$ cat config.mk
export PLATFORM = sky130hd
export DESIGN_NAME = spoly_sampler_ctrl
export DESIGN_NICKNAME = d
export VERILOG_FILES = /design/src/rtl/spoly_sampler_ctrl.sv
export SDC_FILE = /design/constraint.sdc
export NUM_CORES = 1
export LEC_CHECK = 0
export BUFFER_PORTS_ARGS = -buffer_cell sky130_fd_sc_hd__buf_4
export CORE_UTILIZATION = 39
export CTS_CLUSTER_DIAMETER = 30
export DETAILED_ROUTE_END_ITERATION = 12
export GPL_TIMING_DRIVEN = 0
export PLACE_DENSITY = 0.61
export SLEW_MARGIN = 20
export SYNTH_ARGS = -nofsm -noshare
export SYNTH_HDL_FRONTEND = slang
export SYNTH_SLANG_ARGS = --single-unit
$ cat constraint.sdc
create_clock -name clk -period 2.72 [get_ports clk]
set_input_delay 0.544 -clock clk [delete_from_list [all_inputs] [get_ports clk]]
set_output_delay 0.544 -clock clk [all_outputs]
set_load 0.01 [all_outputs]
$ cat src/rtl/spoly_sampler_ctrl.sv
// spoly_sampler_ctrl
//
// Builds a fixed-weight ternary polynomial in an external coefficient RAM.
// A run first zeroes addresses 0..P-1. It then takes 13-bit random words and
// places exactly W nonzero coefficients (+1 or Q-1) at distinct positions.
// A word is rejected when its index is out of range or its slot is already
// occupied. The block owns the memory port for the whole run.
//
// Ports
//   clk        rising-edge clock
//   rst        asynchronous active-high reset
//   start      run request, sampled only while idle
//   busy       high whenever a run is in progress (any state but IDLE)
//   done       one-cycle pulse when the run completes
//   rand_data  random word: [9:0] candidate index, [10] sign (1 = -1)
//   rand_valid rand_data valid
//   rand_ready high only while waiting for a word
//   mem_addr   RAM address (index zero-extended)
//   mem_wdata  RAM write data: 0, 1 or Q-1
//   mem_we     RAM write strobe
//   mem_rdata  RAM read data, one cycle after the address is sampled
//   count      nonzero coefficients placed so far
//   rejects    rejected words this run, saturating at 0xFFFF
module spoly_sampler_ctrl #(
    parameter int P = 677,
    parameter int W = 250,
    parameter int Q = 4621
) (
    input  logic        clk,
    input  logic        rst,
    input  logic        start,
    output logic        busy,
    output logic        done,
    input  logic [12:0] rand_data,
    input  logic        rand_valid,
    output logic        rand_ready,
    output logic [10:0] mem_addr,
    output logic [12:0] mem_wdata,
    output logic        mem_we,
    input  logic [12:0] mem_rdata,
    output logic [10:0] count,
    output logic [15:0] rejects
);

    localparam logic [2:0] S_IDLE  = 3'd0;
    localparam logic [2:0] S_CLEAR = 3'd1;
    localparam logic [2:0] S_DRAW  = 3'd2;
    localparam logic [2:0] S_READ  = 3'd3;
    localparam logic [2:0] S_CHECK = 3'd4;
    localparam logic [2:0] S_WRITE = 3'd5;
    localparam logic [2:0] S_DONE  = 3'd6;

    localparam logic [10:0] LAST_ADDR = 11'(P - 1);
    localparam logic [10:0] P_LIM     = 11'(P);
    localparam logic [10:0] W_LIM     = 11'(W);
    localparam logic [12:0] NEG_ONE   = 13'(Q - 1);

    logic [2:0]  state_reg, state_next;
    logic        sign_reg, sign_next;
    logic [10:0] mem_addr_reg, mem_addr_next;
    logic [12:0] mem_wdata_reg, mem_wdata_next;
    logic        mem_we_reg, mem_we_next;
    logic [10:0] count_reg, count_next;
    logic [15:0] rejects_reg, rejects_next;
    logic [15:0] rejects_inc;
    logic [10:0] cand_index;

    // The top two bits of the random word carry no meaning here.
    logic [1:0]  unused_rand_bits;
    assign unused_rand_bits = rand_data[12:11];

    assign cand_index  = {1'b0, rand_data[9:0]};
    assign rejects_inc = (rejects_reg == 16'hFFFF) ? rejects_reg : rejects_reg + 16'd1;

    always_comb begin
        state_next     = state_reg;
        sign_next      = sign_reg;
        mem_addr_next  = mem_addr_reg;
        mem_wdata_next = 13'd0;
        mem_we_next    = 1'b0;
        count_next     = count_reg;
        rejects_next   = rejects_reg;
        case (state_reg)
            S_IDLE: begin
                if (start) begin
                    state_next    = S_CLEAR;
                    count_next    = 11'd0;
                    rejects_next  = 16'd0;
                    mem_addr_next = 11'd0;
                    mem_we_next   = 1'b1;
                end
            end
            S_CLEAR: begin
                // mem_addr doubles as the clear pointer.
                if (mem_addr_reg == LAST_ADDR) begin
                    state_next = S_DRAW;
                end else begin
                    mem_addr_next = mem_addr_reg + 11'd1;
                    mem_we_next   = 1'b1;
                end
            end
            S_DRAW: begin
                // rand_ready is high in this state, so rand_valid alone
                // marks a handshake.
                if (rand_valid) begin
                    if (cand_index >= P_LIM) begin
                        rejects_next = rejects_inc;
                    end else begin
                        mem_addr_next = cand_index;
                        sign_next     = rand_data[10];
                        state_next    = S_READ;
                    end
                end
            end
            S_READ: begin
                state_next = S_CHECK;
            end
            S_CHECK: begin
                // Read data for the address presented in READ is valid now.
                if (mem_rdata != 13'd0) begin
                    rejects_next = rejects_inc;
                    state_next   = S_DRAW;
                end else begin
                    mem_we_next    = 1'b1;
                    mem_wdata_next = sign_reg ? NEG_ONE : 13'd1;
                    count_next     = count_reg + 11'd1;
                    state_next     = S_WRITE;
                end
            end
            S_WRITE: begin
                // count already includes the coefficient being written.
                state_next = (count_reg == W_LIM) ? S_DONE : S_DRAW;
            end
            S_DONE: begin
                state_next = S_IDLE;
            end
            default: begin
                state_next = S_IDLE;
            end
        endcase
    end

    always_ff @(posedge clk or posedge rst) begin
        if (rst) begin
            state_reg     <= S_IDLE;
            sign_reg      <= 1'b0;
            mem_addr_reg  <= 11'd0;
            mem_wdata_reg <= 13'd0;
            mem_we_reg    <= 1'b0;
            count_reg     <= 11'd0;
            rejects_reg   <= 16'd0;
        end else begin
            state_reg     <= state_next;
            sign_reg      <= sign_next;
            mem_addr_reg  <= mem_addr_next;
            mem_wdata_reg <= mem_wdata_next;
            mem_we_reg    <= mem_we_next;
            count_reg     <= count_next;
            rejects_reg   <= rejects_next;
        end
    end

    assign busy       = (state_reg != S_IDLE);
    assign done       = (state_reg == S_DONE);
    assign rand_ready = (state_reg == S_DRAW);
    assign mem_addr   = mem_addr_reg;
    assign mem_wdata  = mem_wdata_reg;
    assign mem_we     = mem_we_reg;
    assign count      = count_reg;
    assign rejects    = rejects_reg;

endmodule

# Word-level counts from Yosys, hierarchy flattened
# Index checks and enable logic that the tools add are counted.
# word_totals
ff_bits	56
in_bits	30
output_inout_bits	55
wordCells	67
# classes
n_addsub	3
n_lt_le_gt_ge	1
eq_ne	17
n_mux	27
bitwise	1
reduce_logical	11
# op_table
operator	count
two-way mux 16 bit	5
two-way mux 11 bit	5
case mux 16 bit (3 select lines)	1
two-way mux 13 bit	3
case mux 11 bit (3 select lines)	1
adder 11 x 1 -> 11 bit, second input constant	2
case mux 11 bit (2 select lines)	1
two-way mux 3 bit	6
case mux 3 bit (6 select lines)	1
adder 16 x 1 -> 16 bit, second input constant	1
equality test 16 bit, second input constant	1
inequality test 2 bit, second input constant	7
nonzero test 13 bit	1
equality test 11 x 10 -> 1 bit, second input constant	1
equality test 11 x 8 -> 1 bit, second input constant	1
>= comparator 10 bit, second input constant	1
AND reduction 5 bit	2
equality test 3 bit, second input constant	3
nonzero test 3 bit	3
equality test 3 x 2 -> 1 bit, second input constant	2
AND reduction 3 bit	2
AND reduction 4 bit	1
equality test 3 x 1 -> 1 bit, second input constant	1
logical NOT 3 bit	1
5 further kinds	7

# Longest topological paths before layout
# Gate-level depths: netlist (run 1).
# logic_depth
ltp_word	5
mapped_depth	8

# Worst setup path before layout (run 1)
# OpenSTA, ideal clock, no wires.
# synth_path
path_kind	reg-to-reg
start	register rejects_reg[0] (netlist: rejects[0])
end	register rejects_reg[10] (netlist: rejects[10])
setup_ns	0.092
arrival_time_ns	1.878
setup_slack_ns	0.750
path_stages_with_launch	8
synth_period_minus_slack_ns	1.970
cell_sequence	dfrtp_1 > ha_1 > and4_1 > nand4_1 > o21ai_0 > or3_1 > buf_2 > o31ai_2
# synth_between
elab_chain_cells	5
# synth_lines
item	line	source
start: declaration	64	logic [15:0] rejects_reg, rejects_next;
start signal: assignment	159	rejects_reg <= rejects_next;
adder 16 x 1 -> 16 bit / equality test 16 bit (equally long branches)	73	assign rejects_inc = (rejects_reg == 16'hFFFF) ? rejects_reg : rejects_reg + 16'd1;
two-way mux 16 bit *	73	
two-way mux 16 bit	106	if (cand_index >= P_LIM) begin
two-way mux 16 bit	105	if (rand_valid) begin
case mux 16 bit (3 select lines) *	83	case (state_reg)
# Every way passes the cells marked *; elsewhere a longest branch is shown, timed or not. The select of a mux whose other input is x is not followed.
# A chain may end at the register's enable or synchronous reset.

# Worst setup path in the final report (run 1)
# layout_path
start	register state_reg[2]
end	output rand_ready
# layout_between
elab_chain_cells	1
# layout_lines
item	line	source
start: declaration	58	logic [2:0] state_reg, state_next;
start signal: assignment	153	state_reg <= state_next;
equality test 3 x 2 -> 1 bit	165	assign rand_ready = (state_reg == S_DRAW);
end: declaration	36	output logic rand_ready,
# Every way passes these cells.

==> results of run 1 <==
cells in the mapped netlist, drive strengths merged, types with 7 or more instances:
library cell	instances	share of area
nor3	10	0.019
inv	20	0.025
nand4	7	0.015
nand2	33	0.043
a21oi	10	0.017
o21ai	34	0.058
nor2	24	0.031
nand3	12	0.022
buf	18	0.045
o22ai	9	0.021
a211oi	8	0.022
o31ai	7	0.020
a31oi	8	0.019
dfrtp	45	0.38
nor4	11	0.025
nand2b	7	0.017
area by class of cell:
| class | instances | area [µm²] |
|---|---|---|
| inverter | 20 | 75.1 |
| multi-input combinational | 260 | 1620 |
| timing repair buffer | 75 | 583 |
| tap | 99 | 124 |
| fill | 737 | 3540 |
| clock buffer | 5 | 68.8 |
| buffer | 24 | 155 |
| clock inverter | 1 | 5.00 |
| sequential | 45 | 1130 |
metrics by stage:
step	setup WS, ns	std cells	cell area [µm²]	utilization	power [µW]
final	0.366	529	3760	0.515	1530
after global placement	0.282	522	3650	0.501	1140
after detailed placement	0.263	523	3680	0.505	1150
after CTS	0.356	529	3760	0.515	1550
after global routing	0.244	529	3760	0.515	1620
after floorplan	0.750	349	2980	-	969
worst paths after layout:
| path | from | endpoint | slack (ns) | cells after the start |
|---|---|---|---|---|
| setup reg to reg | rejects[0] | rejects[10] | 0.51 | 7 |
| min in group clk | sign_reg | mem_wdata[0] | 0.45 | 1 |
| hold reg to reg | sign_reg | mem_wdata[0] | 0.45 | 1 |
| setup / recovery | state_reg[2] | rand_ready | 0.37 | 5 |
| max in group asynchronous | rst | count[0] | 1.86 | 3 |
| hold / removal | rst | rejects[1] | 0.34 | 2 |
worst max-delay path, stage by stage, from the launching register on:
cell and delay [ns]:
dfrtp_1 0.38, buf_6 0.14, nand2b_4 0.16, nor2_1 0.20, clkbuf_1 0.42, buf_4 0.21
layer usage:
metal  track usage  wire, µm  up-vias  part of all wire
li1              -         -     1441                 -
met1         0.310      3790     1403              0.47
met2         0.338      3770       91              0.47
met3        0.0369       381        5             0.048
met4        0.0505        67        0            0.0084
met5             0         0        -                 0
cells by family after synthesis:
logic type	synth area share
AO/OA/AOI/OAI	0.244
XOR/XNOR	0.0148
adder cells (fa/ha/maj)	0.0212
buffers and inverters	0.0781
flip-flops	0.382
multiplexers	0.0140
other	0.00127
AND/OR/NAND/NOR	0.245
power breakdown:
part	switching, µW	internal, µW
logic	160	163
clock network	226	170
registers	86.5	724
==> impl_metrics.py, run 1 <==
metrics = {
    "global_route": {
        "grt_max_degree": 29,
        "grt_util_all_layers": 0.215,
        "grt_pass1_wl_mm": 13.3,
        "grt-ovfl-total": 0,
        "grt_antenna_before_repair": 0,
        "first_global_vias": 2700,
    },
    "sta": {
        "rsz0062_at_grt": "no",
        "slew_viol_final": 0,
        "finalSetupViolCount": 0,
        "max_freq_ghz": 0.425,
        "tns_ns": 0,
        "report.final.hold_viol_count": 0,
        "fin_crit_sh": 0.866,
        "finalClockSkew_ns": 0.00416,
        "layout_min_cycle_time_ns": 2.35,
        "hold_ws_ns": 0.337,
        "max_slew.worst_pin.slew_ns": 0.656,
        "relSlewSlack": 0.562,
    },
    "place": {
        "gp_congestion": 0.834,
        "io_buffers": 74,
        "dp_hpwl_mm": 5.95,
    },
    "yosys": {
        "yosysSeqAreaShare": 0.382,
        "ys_warn_count": 0,
        "synthesis.area_um2": 2950,
        "yosys_most_used_dff": "dfrtp_1",
        "syn_inst": 342,
        "synth_cell_types": 62,
        "ys_async_sr_fraction": 1.00,
        "synth-edff-count": 0,
        "ys_seq_elements": 45,
        "syn_avg_cell_area_um2": 8.62,
    },
    "clocking": {
        "htree_levels": 2,
        "clock_sinks": 45,
        "clk_latency_ns": 0.30,
        "cts_root_buf": "clkbuf_8",
        "cts_tree": "yes",
        "cts.repair.resized": 0,
        "post_cts_buffers": 0,
        "clk_pin_slew_worst_paths_ns": 0.08,
        "numCtsBuffers": 5,
        "ctsHoldBuffers": 0,
        "clk_path_buf_depth": 2,
    },
    "power": {
        "vdd_drop_max_v": 0.000278,
        "power_density_nw_per_um2": 407,
        "p_leak_uw": 0.00167,
    },
    "critical_path": {
        "crit_required_ns": 2.18,
        "cp_max_fo": 10,
        "end_kind": "output pin",
        "worstSetupPathType": "flip-flop to output pin",
        "start_kind": "flip-flop",
        "worstPathArrival_ns": 1.81,
    },
    "finish": {
        "fin_nets": 466,
        "largest_reg_flops": 16,
        "final_common_cell": "buf_4",
        "diodes": 0,
        "area_growth_pct": 27.4,
        "drive_above_1_share": 0.272,
        "layout_common_cells": "buf_4, dfrtp_1, o21ai_0",
    },
    "route": {
        "detail-route-antenna-nets": 0,
        "wl_per_cell_um": 15.1,
        "dr_total_vias": 2940,
        "drt-pass1-iter-count": 4,
        "route.detailed.drc": 0,
        "drt_iter0_markers": 204,
        "viasPerCell": 5.56,
        "drt_wl_total_mm": 8.01,
    },
    "floorplanning": {
        "io-pin-count": 85,
        "die_h_um": 89.0,
        "dieArea_um2": 7910,
        "core_um2": 7290,
        "die_x_um": 89.0,
        "fp-row-count": 31,
        "start_util": 0.404,
    },
    "outcome": {
        "status": "finished, final reports clean",
    },
    "run": {
        "maxCapViolCount": 0,
    },
    "worst_hold_path": {
        "hold_path_class": "input port to asynchronous set/reset pin",
    },
}
(Power assumes the default switching activity.)
==> inputs of run 2 (changes only) <==
--- a/config.mk
+++ b/config.mk
@@ -9,7 +9,6 @@
 export CORE_UTILIZATION = 39
 export CTS_CLUSTER_DIAMETER = 30
 export DETAILED_ROUTE_END_ITERATION = 12
-export GPL_TIMING_DRIVEN = 0
 export PLACE_DENSITY = 0.61
 export SLEW_MARGIN = 20
 export SYNTH_ARGS = -nofsm -noshare
==> constraint.sdc (replaced) <==
create_clock -name clk -period 2.9 [get_ports clk]
set_input_delay 0.58 -clock clk [delete_from_list [all_inputs] [get_ports clk]]
set_output_delay 0.58 -clock clk [all_outputs]
set_load 0.01 [all_outputs]
==> run 2 against run 1 <==
Non-clock buffer count decreased by 18. Wire length decreased by 2.4%. Clock skew increased by 0.0020 ns. Global-route usage decreased by 0.42 points. Sequential cell count unchanged. Largest cell class unchanged. Clock-buffer cell count increased by 1. Die area unchanged. First-iteration DRC count decreased by 11%. Combinational power decreased by 9.6%. Sequential share of layout area increased by 0.68 points.
==> impl_metrics.py, run 2 (synthesis results as in run 1) <==
metrics = {
    "finish": {
        "largest_reg_flops": 16,
        "final_util": 0.504,
        "final_common_cell": "buf_4",
        "drive_above_1_share": 0.258,
        "fin_area_um2": 3670,
        "fin_nets": 448,
        "diodes": 0,
        "fillers": 738,
        "layout_common_cells": "buf_4, dfrtp_1, o21ai_0",
        "area_growth_pct": 24.5,
    },
    "clocking": {
        "htree_levels": 2,
        "clock_sinks": 45,
        "cts_root_buf": "clkbuf_8",
        "clk_path_buf_depth": 2,
        "numCtsBuffers": 5,
        "clk_latency_ns": 0.30,
        "cts_tree": "yes",
        "cts.repair.resized": 0,
        "post_cts_buffers": 0,
        "clk_pin_slew_worst_paths_ns": 0.09,
        "ctsHoldBuffers": 0,
    },
    "sta": {
        "relSlewSlack": 0.574,
        "max_slew.worst_pin.slew_ns": 0.637,
        "finalSetupViolCount": 0,
        "report.final.hold_viol_count": 0,
        "layout_min_cycle_time_ns": 2.47,
        "rsz0062_at_grt": "no",
        "max_freq_ghz": 0.405,
        "tns_ns": 0,
        "slew_viol_final": 0,
        "fin_crit_sh": 0.851,
        "finalClockSkew_ns": 0.00619,
    },
    "power": {
        "power_density_nw_per_um2": 425,
        "vdd_drop_max_v": 0.000303,
        "p_leak_uw": 0.00161,
    },
    "global_route": {
        "grt-ovfl-total": 0,
        "grt_max_degree": 29,
        "first_global_vias": 2564,
        "grt_util_all_layers": 0.211,
        "grt_pass1_wl_mm": 13.1,
        "grt_antenna_before_repair": 0,
    },
    "floorplanning": {
        "die_x_um": 89.0,
        "core_um2": 7290,
        "io-pin-count": 85,
        "fp-row-count": 31,
        "dieArea_um2": 7910,
        "die_h_um": 89.0,
        "start_util": 0.404,
    },
    "worst_hold_path": {
        "hold_path_class": "input port to asynchronous set/reset pin",
    },
    "route": {
        "route.detailed.drc": 0,
        "drt_wl_total_mm": 7.82,
        "drt_iter0_markers": 181,
        "drt-pass1-iter-count": 4,
        "detail-route-antenna-nets": 0,
        "dr_total_vias": 2871,
        "viasPerCell": 5.60,
        "wl_per_cell_um": 15.2,
    },
    "outcome": {
        "status": "finished, final reports clean",
    },
    "place": {
        "io_buffers": 74,
        "gp_congestion": 0.800,
        "place_area_um2": 3550,
        "dp_hpwl_mm": 5.68,
    },
    "critical_path": {
        "worst_path_largest_cell_delay_ns": 0.60,
        "crit_required_ns": 3.12,
        "cp_max_fo": 11,
        "reg2reg_slack_ns": 0.43,
        "start_kind": "flip-flop",
        "worstSetupPathType": "flip-flop to flip-flop",
        "critPathSlowestCell": "or4b_1",
        "path_cells": "or4b_1, nor4_2, o22a_1, nand2b_1, mux2i_1",
        "end_kind": "flip-flop",
        "worstPathArrival_ns": 2.69,
    },
    "run": {
        "maxCapViolCount": 0,
    },
}
run 2: per-layer routing:
layer | global-route usage | vias to the layer above | routed length (µm)
li1 | - | 1412 | -
met4 | 0.0462 | 0 | 65
met2 | 0.318 | 91 | 3600
met5 | 0 | - | 0
met3 | 0.0314 | 5 | 417
met1 | 0.320 | 1363 | 3730
run 2: power breakdown:
part	switching [µW]	internal, µW
Clock	228	281
Combinational	147	144
Sequential	81.3	679
run 2: final timing paths:
check	start	end	depth (start not counted)
min in group clk	sign_reg	mem_wdata[0]	1
max reg2reg	mem_addr[6]	mem_addr[1]	5
min	rst	rejects[2]	2
max	mem_addr[6]	mem_addr[1]	5
max in group asynchronous	rst	state_reg[1]	3
min reg2reg	sign_reg	mem_wdata[0]	1
run 2: cell type report:
class                   count  area [µm²]  share of cell area
flip-flops and latches     45        1130               0.307
clock buffers               6        82.6              0.0225
repair buffers             81         608               0.166
well taps                  99         124              0.0337
inverters                  20        75.1              0.0204
clock inverters             2        37.5              0.0102
multi-input cells         260        1620               0.441
run 2: worst max-delay path: cells and delay by family (launching register included):
family / cells / cell delay [ns]
multiplexers: 1 / 0.23
flip-flops: 1 / 0.47
AND/OR/NAND/NOR: 3 / 1.25
AO/OA/AOI/OAI: 1 / 0.43
run 2: stage by stage:
step                setup slack, ns  cells  power [µW]  hold slack [ns]
floorplan                     0.916    349         909            0.413
global placement              0.495    505        1060            0.432
detailed placement            0.471    505        1060            0.435
CTS                           0.466    513        1570            0.387
global route                  0.324    513        1650            0.412
finish                        0.431    513        1560            0.356
